### config.mk
export PLATFORM = sky130hd
export DESIGN_NAME = timer_cap_cmp_flat
export DESIGN_NICKNAME = d
export VERILOG_FILES = /design/src/rtl/timer_cap_cmp_if.sv /design/src/rtl/timer_cap_cmp.sv /design/src/flat_wrapper.sv
export SDC_FILE = /design/constraint.sdc
export NUM_CORES = 1
export LEC_CHECK = 0
export CAP_MARGIN = 20
export CORE_ASPECT_RATIO = 0.9
export CORE_MARGIN = 2
export CORE_UTILIZATION = 53
export CTS_CLUSTER_SIZE = 16
export DETAILED_ROUTE_END_ITERATION = 12
export PLACE_DENSITY_LB_ADDON = 0.1
export SLEW_MARGIN = 20
export SYNTH_ARGS = -nofsm -noshare
export SYNTH_HDL_FRONTEND = slang
export SYNTH_SLANG_ARGS = --single-unit
export TNS_END_PERCENT = 50
### constraint.sdc
create_clock -name clk -period 12.8 [get_ports clk]
set_input_delay 3.84 -clock clk [delete_from_list [all_inputs] [get_ports clk]]
set_output_delay 3.84 -clock clk [all_outputs]
set_load 0.02 [all_outputs]
### src/rtl/timer_cap_cmp_if.sv
// timer_cap_cmp_if: register-file side bundle of the capture/compare timer.
// The master drives the static configuration and capture pins; the slave
// (the timer core) returns the count, the captured values and interrupts.
interface timer_cap_cmp_if #(
    parameter int timer_width = 16,
    parameter int chn_n       = 2
);
    logic                         timer_ce;
    logic                         timer_started;
    logic                         timer_down;
    logic [timer_width-1:0]       prescale;
    logic [timer_width-1:0]       autoload;
    logic                         timer_cnt_to_set;
    logic [timer_width-1:0]       timer_cnt_set_v;
    logic [timer_width-1:0]       timer_cnt_now_v;
    logic                         timer_expired;
    logic                         timer_expired_itr_req;
    logic [chn_n-1:0]             chn_mode;
    logic [chn_n*timer_width-1:0] chn_cmp_v;
    logic [2*chn_n-1:0]           chn_cap_edge;
    logic [chn_n-1:0]             chn_cap_in;
    logic [chn_n*timer_width-1:0] chn_cap_v;
    logic [chn_n-1:0]             chn_cmp_out;
    logic [chn_n-1:0]             chn_itr_req;

    modport master (
        output timer_ce, timer_started, timer_down, prescale, autoload,
               timer_cnt_to_set, timer_cnt_set_v, chn_mode, chn_cmp_v,
               chn_cap_edge, chn_cap_in,
        input  timer_cnt_now_v, timer_expired, timer_expired_itr_req,
               chn_cap_v, chn_cmp_out, chn_itr_req
    );

    modport slave (
        input  timer_ce, timer_started, timer_down, prescale, autoload,
               timer_cnt_to_set, timer_cnt_set_v, chn_mode, chn_cmp_v,
               chn_cap_edge, chn_cap_in,
        output timer_cnt_now_v, timer_expired, timer_expired_itr_req,
               chn_cap_v, chn_cmp_out, chn_itr_req
    );
endinterface

### src/rtl/timer_cap_cmp.sv
// timer_cap_cmp: prescaled auto-reload up/down counter with chn_n channels,
// each either a registered compare (PWM) output or an edge-triggered capture.
// Prescale, auto-reload and compare values pass through shadow registers that
// only reload while stopped or at counter expiry, so mid-period writes apply
// from the next period.
// Build option: define TIMER_CAP_FILTER_EN to add a 4-sample glitch filter
// after each capture synchroniser (capture latency grows from 3 to 6 clk).
module timer_cap_cmp #(
    parameter int timer_width      = 16,
    parameter int chn_n            = 2,
    parameter int simulation_delay = 1
) (
    input  logic           clk,
    input  logic           rst,
    timer_cap_cmp_if.slave bus
);

    typedef logic [timer_width-1:0] word_t;

    word_t prescale_cnt_q, prescale_cnt_d;
    word_t prescale_shadow_q, prescale_shadow_d;
    word_t autoload_shadow_q, autoload_shadow_d;
    word_t count_q, count_d;
    logic  expired_itr_q, expired_itr_d;

    logic [chn_n-1:0][timer_width-1:0] cmp_shadow_q, cmp_shadow_d;
    logic [chn_n-1:0][timer_width-1:0] cap_v_q, cap_v_d;
    logic [chn_n-1:0][timer_width-1:0] cmp_v_in;

    logic [chn_n-1:0] sync1_q, sync1_d;
    logic [chn_n-1:0] sync2_q, sync2_d;
    logic [chn_n-1:0] cmp_out_q, cmp_out_d;
    logic [chn_n-1:0] chn_itr_q, chn_itr_d;
    logic [chn_n-1:0] lvl_now, lvl_prev, edge_hit;

`ifdef TIMER_CAP_FILTER_EN
    logic [chn_n-1:0][2:0] hist_q, hist_d;
    logic [chn_n-1:0]      filt_q, filt_d;
`else
    logic [chn_n-1:0]      prev_q, prev_d;
`endif

    logic tick, bd, expired, update;

    // simulation_delay has no effect on synthesised flops; it stays so that
    // existing instantiations overriding it still elaborate.
    if (simulation_delay < 0) begin : g_negative_delay
    end

    // Tick is gated by rst so the combinational expiry output is quiet in reset.
    assign cmp_v_in = bus.chn_cmp_v;
    assign tick     = ~rst & bus.timer_started & bus.timer_ce
                      & (prescale_cnt_q == prescale_shadow_q);
    assign bd       = bus.timer_down ? (count_q == '0) : (count_q == autoload_shadow_q);
    assign expired  = tick & bd;
    assign update   = ~bus.timer_started | expired;

    // Timer datapath: prescaler, shadow reloads and the up/down counter.
    always_comb begin
        prescale_cnt_d    = prescale_cnt_q;
        prescale_shadow_d = prescale_shadow_q;
        autoload_shadow_d = autoload_shadow_q;
        cmp_shadow_d      = cmp_shadow_q;
        count_d           = count_q;
        expired_itr_d     = expired;

        if (!bus.timer_started) begin
            prescale_cnt_d = '0;
        end else if (bus.timer_ce) begin
            prescale_cnt_d = (prescale_cnt_q == prescale_shadow_q) ? '0
                                                                   : prescale_cnt_q + word_t'(1);
        end

        if (update) begin
            prescale_shadow_d = bus.prescale;
            autoload_shadow_d = bus.autoload;
            cmp_shadow_d      = cmp_v_in;
        end

        if (bus.timer_cnt_to_set) begin
            count_d = bus.timer_cnt_set_v;
        end else if (tick) begin
            if (bd) begin
                count_d = bus.timer_down ? autoload_shadow_q : '0;
            end else begin
                count_d = bus.timer_down ? count_q - word_t'(1) : count_q + word_t'(1);
            end
        end
    end

    // Channels: input synchronisers, edge detection, capture, compare and interrupts.
    always_comb begin
        sync1_d   = bus.chn_cap_in;
        sync2_d   = sync1_q;
        cap_v_d   = cap_v_q;
        cmp_out_d = '0;
        chn_itr_d = '0;
        edge_hit  = '0;
`ifdef TIMER_CAP_FILTER_EN
        hist_d = hist_q;
        filt_d = filt_q;
        for (int k = 0; k < chn_n; k++) begin
            hist_d[k] = {hist_q[k][1:0], sync2_q[k]};
            if (hist_q[k] == {3{sync2_q[k]}}) begin
                filt_d[k] = sync2_q[k];
            end
        end
        lvl_now  = filt_d;
        lvl_prev = filt_q;
`else
        prev_d   = sync2_q;
        lvl_now  = sync2_q;
        lvl_prev = prev_q;
`endif
        for (int k = 0; k < chn_n; k++) begin
            case (bus.chn_cap_edge[2*k +: 2])
                2'b00:   edge_hit[k] = lvl_now[k] & ~lvl_prev[k];
                2'b01:   edge_hit[k] = ~lvl_now[k] & lvl_prev[k];
                2'b10:   edge_hit[k] = lvl_now[k] ^ lvl_prev[k];
                default: edge_hit[k] = 1'b0;
            endcase
            if (bus.chn_mode[k]) begin
                if (edge_hit[k]) begin
                    cap_v_d[k]   = count_q;
                    chn_itr_d[k] = 1'b1;
                end
            end else begin
                cmp_out_d[k] = bus.timer_started & (count_q < cmp_shadow_q[k]);
                chn_itr_d[k] = tick & (count_q == cmp_shadow_q[k]);
            end
        end
    end

    // State registers; everything clears asynchronously while rst is high.
    always_ff @(posedge clk or posedge rst) begin
        if (rst) begin
            prescale_cnt_q    <= '0;
            prescale_shadow_q <= '0;
            autoload_shadow_q <= '0;
            count_q           <= '0;
            expired_itr_q     <= 1'b0;
            cmp_shadow_q      <= '0;
            cap_v_q           <= '0;
            sync1_q           <= '0;
            sync2_q           <= '0;
            cmp_out_q         <= '0;
            chn_itr_q         <= '0;
`ifdef TIMER_CAP_FILTER_EN
            hist_q            <= '0;
            filt_q            <= '0;
`else
            prev_q            <= '0;
`endif
        end else begin
            prescale_cnt_q    <= prescale_cnt_d;
            prescale_shadow_q <= prescale_shadow_d;
            autoload_shadow_q <= autoload_shadow_d;
            count_q           <= count_d;
            expired_itr_q     <= expired_itr_d;
            cmp_shadow_q      <= cmp_shadow_d;
            cap_v_q           <= cap_v_d;
            sync1_q           <= sync1_d;
            sync2_q           <= sync2_d;
            cmp_out_q         <= cmp_out_d;
            chn_itr_q         <= chn_itr_d;
`ifdef TIMER_CAP_FILTER_EN
            hist_q            <= hist_d;
            filt_q            <= filt_d;
`else
            prev_q            <= prev_d;
`endif
        end
    end

    assign bus.timer_cnt_now_v       = count_q;
    assign bus.timer_expired         = expired;
    assign bus.timer_expired_itr_req = expired_itr_q;
    assign bus.chn_cap_v             = cap_v_q;
    assign bus.chn_cmp_out           = cmp_out_q;
    assign bus.chn_itr_req           = chn_itr_q;

endmodule

### src/flat_wrapper.sv
// flat-port wrapper written by rule: the top's interface ports become plain ports
module timer_cap_cmp_flat 
#(
    parameter int timer_width      = 16,
    parameter int chn_n            = 2,
    parameter int simulation_delay = 1
)
  (clk, rst, bus_timer_ce, bus_timer_started, bus_timer_down, bus_prescale, bus_autoload, bus_timer_cnt_to_set, bus_timer_cnt_set_v, bus_chn_mode, bus_chn_cmp_v, bus_chn_cap_edge, bus_chn_cap_in, bus_timer_cnt_now_v, bus_timer_expired, bus_timer_expired_itr_req, bus_chn_cap_v, bus_chn_cmp_out, bus_chn_itr_req);
  timer_cap_cmp_if #(.timer_width(timer_width), .chn_n(chn_n)) bus_i ();
  input  logic clk;
  input  logic rst;
  input wire logic [$bits(bus_i.timer_ce)-1:0] bus_timer_ce;
  input wire logic [$bits(bus_i.timer_started)-1:0] bus_timer_started;
  input wire logic [$bits(bus_i.timer_down)-1:0] bus_timer_down;
  input wire logic [$bits(bus_i.prescale)-1:0] bus_prescale;
  input wire logic [$bits(bus_i.autoload)-1:0] bus_autoload;
  input wire logic [$bits(bus_i.timer_cnt_to_set)-1:0] bus_timer_cnt_to_set;
  input wire logic [$bits(bus_i.timer_cnt_set_v)-1:0] bus_timer_cnt_set_v;
  input wire logic [$bits(bus_i.chn_mode)-1:0] bus_chn_mode;
  input wire logic [$bits(bus_i.chn_cmp_v)-1:0] bus_chn_cmp_v;
  input wire logic [$bits(bus_i.chn_cap_edge)-1:0] bus_chn_cap_edge;
  input wire logic [$bits(bus_i.chn_cap_in)-1:0] bus_chn_cap_in;
  output wire logic [$bits(bus_i.timer_cnt_now_v)-1:0] bus_timer_cnt_now_v;
  output wire logic [$bits(bus_i.timer_expired)-1:0] bus_timer_expired;
  output wire logic [$bits(bus_i.timer_expired_itr_req)-1:0] bus_timer_expired_itr_req;
  output wire logic [$bits(bus_i.chn_cap_v)-1:0] bus_chn_cap_v;
  output wire logic [$bits(bus_i.chn_cmp_out)-1:0] bus_chn_cmp_out;
  output wire logic [$bits(bus_i.chn_itr_req)-1:0] bus_chn_itr_req;
  assign bus_i.timer_ce = bus_timer_ce;
  assign bus_i.timer_started = bus_timer_started;
  assign bus_i.timer_down = bus_timer_down;
  assign bus_i.prescale = bus_prescale;
  assign bus_i.autoload = bus_autoload;
  assign bus_i.timer_cnt_to_set = bus_timer_cnt_to_set;
  assign bus_i.timer_cnt_set_v = bus_timer_cnt_set_v;
  assign bus_i.chn_mode = bus_chn_mode;
  assign bus_i.chn_cmp_v = bus_chn_cmp_v;
  assign bus_i.chn_cap_edge = bus_chn_cap_edge;
  assign bus_i.chn_cap_in = bus_chn_cap_in;
  assign bus_timer_cnt_now_v = bus_i.timer_cnt_now_v;
  assign bus_timer_expired = bus_i.timer_expired;
  assign bus_timer_expired_itr_req = bus_i.timer_expired_itr_req;
  assign bus_chn_cap_v = bus_i.chn_cap_v;
  assign bus_chn_cmp_out = bus_i.chn_cmp_out;
  assign bus_chn_itr_req = bus_i.chn_itr_req;
  timer_cap_cmp #(.timer_width(timer_width), .chn_n(chn_n), .simulation_delay(simulation_delay)) u_core (.clk(clk), .rst(rst), .bus(bus_i));
endmodule
==> metrics.md <==
| Metric | Value |
|---|---|
| Outcome | finished clean |
| Seq cells post-synth | 139 |
| Fill count | 1,061 |
| Critical path's largest stage delay | 630 ps |
| Final setup TNS | 0 ps |
| Clock root buffer | clkbuf_16 |
| Tightest Hold Check Type | flop to flop |
| Setup Fix Bufs, Post-CTS | 0 |
| Power, Total | 1335 uW |
| WL per Instance | 18.90 um |
| Clk_skew | 8.762 ps |
| Netlist cell types | 63 |
| Clk_lat worst skew | 420 ps |
| Pin count of the biggest net entering global routing | 86 |
| IO buf count | 147 |
| Final setup viols | 0 |
| Post-synthesis sequential area ratio | 45.72% |
| Num rows | 41 |
| Max-capacitance violation count | 0 |
| Slew headroom | 42.47% |
| Ranking of synthesized cells by area | dfrtp_1 46%, mux2_2 8.6%, ha_1 8.4% |
| Most frequent cell after synthesis | dfrtp_1 |
| Initial detailed-routing violation count | 413 |
| Post-Syn Area per Cell | 10.63 um2 |
| Routed vias | 6,083 |
| Synth warn | 0 |
| Cell taking the most area after synthesis | dfrtp_1 |
| Final Instance Count excl. Fillers | 1,066 |
| Vias in the first global route | 6,075 |
| Top-area cell type share of the netlist area | 45.72% |
| Unrepaired setup endpoints after global routing | false |
| Die width | 130.3 um |
| Critical path, cell by cell | clkdlybuf4s50_1 > buf_4 > nor4b_1 > nand4_1 > nor4_4 > buf_4 > a21oi_1 > nor2_1 > clkdlybuf4s50_1 |
| Initial Util | 54.33% |
| TritonCTS clock tree | yes |
| Share of cells above drive strength 1 | 11.91% |
| Post-synth top cells | 139 x dfrtp_1, 65 x nand2_1, 58 x mux2_2, 51 x ha_1, 47 x inv_1 |
| Clock sinks | 139 |
| H-tree depth | 4 |
| Routability cong. | 0.8853 |
| Initial antenna violation count | 0 |
| PD cells | 137.2 nW/um2 |
| Drt pass-1 iters | 8 |
| CTS hold repair buffers | 0 |
| Routed wire length | 20,150 um |
| Actual slew at the worst max-slew pin | 860.8 ps |
| Via-per-instance ratio | 5.706 |
| GRT Resource Usage Total | 27.48% |
| Post-synth EDFFs | 0 |
| Clk slew on worst S/H paths | 60 ps |
| CTS resizes | 0 |
| DRC | 0 |
| CTS Buf Count | 17 |
| Worst Path Required | 8960 ps |
| Core area | 14,000 um2 |
| Slew Limit Fails | 0 |
| P_leak | 0.004254 uW |
| Gr ovfl total | 0 |
| Max frequency | 98.04 MHz |
| VDD IR max | 0.00009727 V |
| Die Y-Extent | 117.7 um |
| Startpoint class of the critical path | input port |
| Final antenna-violating net count | 0 |
| Final HPWL DP | 14,130 um |
| CP max FO | 25 |
| Area growth syn-to-layout | 27.91% |
| Ports | 148 |
| Top_reg_cell synth | dfrtp_1 |
| # diodes | 0 |
| Netlist Area Pre-Place | 7609 um2 |
| Cells after Synth | 716 |
| Maximum buffer depth of the clock tree | 2 |
| Syn_nets | 862 |
| Dpl cells | 1,035 |
| Final hold violation count | 0 |
| Final #Nets | 1,007 |
| Worst Path Arrival | 6360 ps |
| Crit-path slowest cell | clkdlybuf4s50_1 |
| Worst Setup Path Type | input port to primary output |
| Die area | 15,330 um2 |
| Setup crit end kind | primary output |
| Ys async rst share | 100.0% |
| Final Critical Period | 10,200 ps |
| First-pass GRT wire length | 32,090 um |
| Final critical-path share of the clock period | 79.69% |
sequential cells by signal, summed over array words and instances, names as in the netlist:
| signal | cells |
|---|---|
| u_core.prescale_shadow_q | 16 |
| u_core.bus.timer_cnt_now_v | 16 |
| u_core.bus.timer_expired_itr_req | 1 |
| u_core.bus.chn_cmp_out | 2 |
| u_core.lvl_now | 2 |
| u_core.autoload_shadow_q | 16 |
| u_core.sync1_q | 2 |
| u_core.prescale_cnt_q | 16 |
| u_core.cmp_shadow_q | 32 |
| u_core.bus.chn_cap_v | 32 |
| u_core.bus.chn_itr_req | 2 |
| u_core.lvl_prev | 2 |
worst max-delay path, delay by kind of cell:
family | cells | cell delay [ps]
AO/OA/AOI/OAI | 1 | 80
AND/OR/NAND/NOR | 4 | 770
buffers and inverters | 4 | 1640
placed cells by master (no fill, tap or decap), types with 5 or more instances in the layout:
master / synthesis / layout
o21ai_1: 30 / 30
a221oi_1: 6 / 6
buf_4: 8 / 5
inv_1: 47 / 46
nor2_1: 46 / 46
clkbuf_16: 0 / 17
a21o_1: 16 / 16
nand2_1: 65 / 65
o21ai_0: 19 / 19
xnor2_1: 43 / 43
dfrtp_1: 139 / 139
o31ai_1: 9 / 9
mux2_2: 58 / 58
a311oi_1: 8 / 8
nand3b_1: 5 / 5
xor2_1: 12 / 12
nand2b_1: 8 / 8
nor4_1: 5 / 5
a21oi_1: 26 / 26
ha_1: 51 / 51
clkbuf_1: 8 / 5
and3_1: 5 / 5
nand4_1: 16 / 16
clkdlybuf4s50_1: 0 / 147
nand3_1: 16 / 16
report_power, final:
part           switching (uW)  internal [uW]
combinational             165            179
clock                     180            261
sequential               55.9            495
total                     400            935
routing by layer:
metal	wire length, um	vias up	global-route usage, %
met3	1416	40	7.136
met4	363	0	7.594
met5	0	-	0
met1	8784	2973	37.79
met2	9587	245	43.16
li1	-	2825	-
final cells by class:
type / count / area (um2) / area share (%)
flip-flops and latches: 139 / 3478 / 35.74
inverters: 47 / 181.4 / 1.864
well taps: 193 / 241.5 / 2.481
repair buffers: 153 / 1520 / 15.62
multi-input cells: 503 / 3785 / 38.89
clock buffers: 25 / 485.5 / 4.988
clock inverters: 6 / 40.04 / 0.4114
path summary, 6_finish.rpt:
kind / to / slack [ps] / from / cells after the start
hold reg to reg: u_core.lvl_now[1] / 350 / u_core.sync1_q[1] / 0
setup / recovery: bus_timer_expired / 2600 / bus_timer_down / 9
max in group asynchronous: u_core.bus.timer_cnt_now_v[9] / 7810 / rst / 3
setup reg to reg: u_core.autoload_shadow_q[8] / 9220 / u_core.bus.timer_cnt_now_v[10] / 9
hold / removal: u_core.lvl_now[1] / 350 / u_core.sync1_q[1] / 0
min in group asynchronous: u_core.prescale_shadow_q[8] / 3870 / rst / 2
stage by stage:
step / area [um2] / util, % / setup WS (ps) / hold WS, ps
CTS: 9728 / 69.46 / 2617 / 348.3
floorplan: 7609 / - / 1089 / 331.2
finish: 9732 / 69.49 / 2600 / 348.1
detailed placement: 9203 / 65.71 / 2631 / 335.6
global route: 9732 / 69.49 / 2376 / 352.5
global placement: 9203 / 65.71 / 2687 / 334.0
cell families after synthesis:
logic type,count (synthesis),share of synthesized area [%]
flip-flops,139,45.72
AO/OA/AOI/OAI,142,12.42
multiplexers,66,9.702
adder cells (fa/ha/maj),52,8.650
AND/OR/NAND/NOR,188,12.55
XOR/XNOR,55,6.331
buffers and inverters,74,4.637
Power figures use the tool's default switching activity.
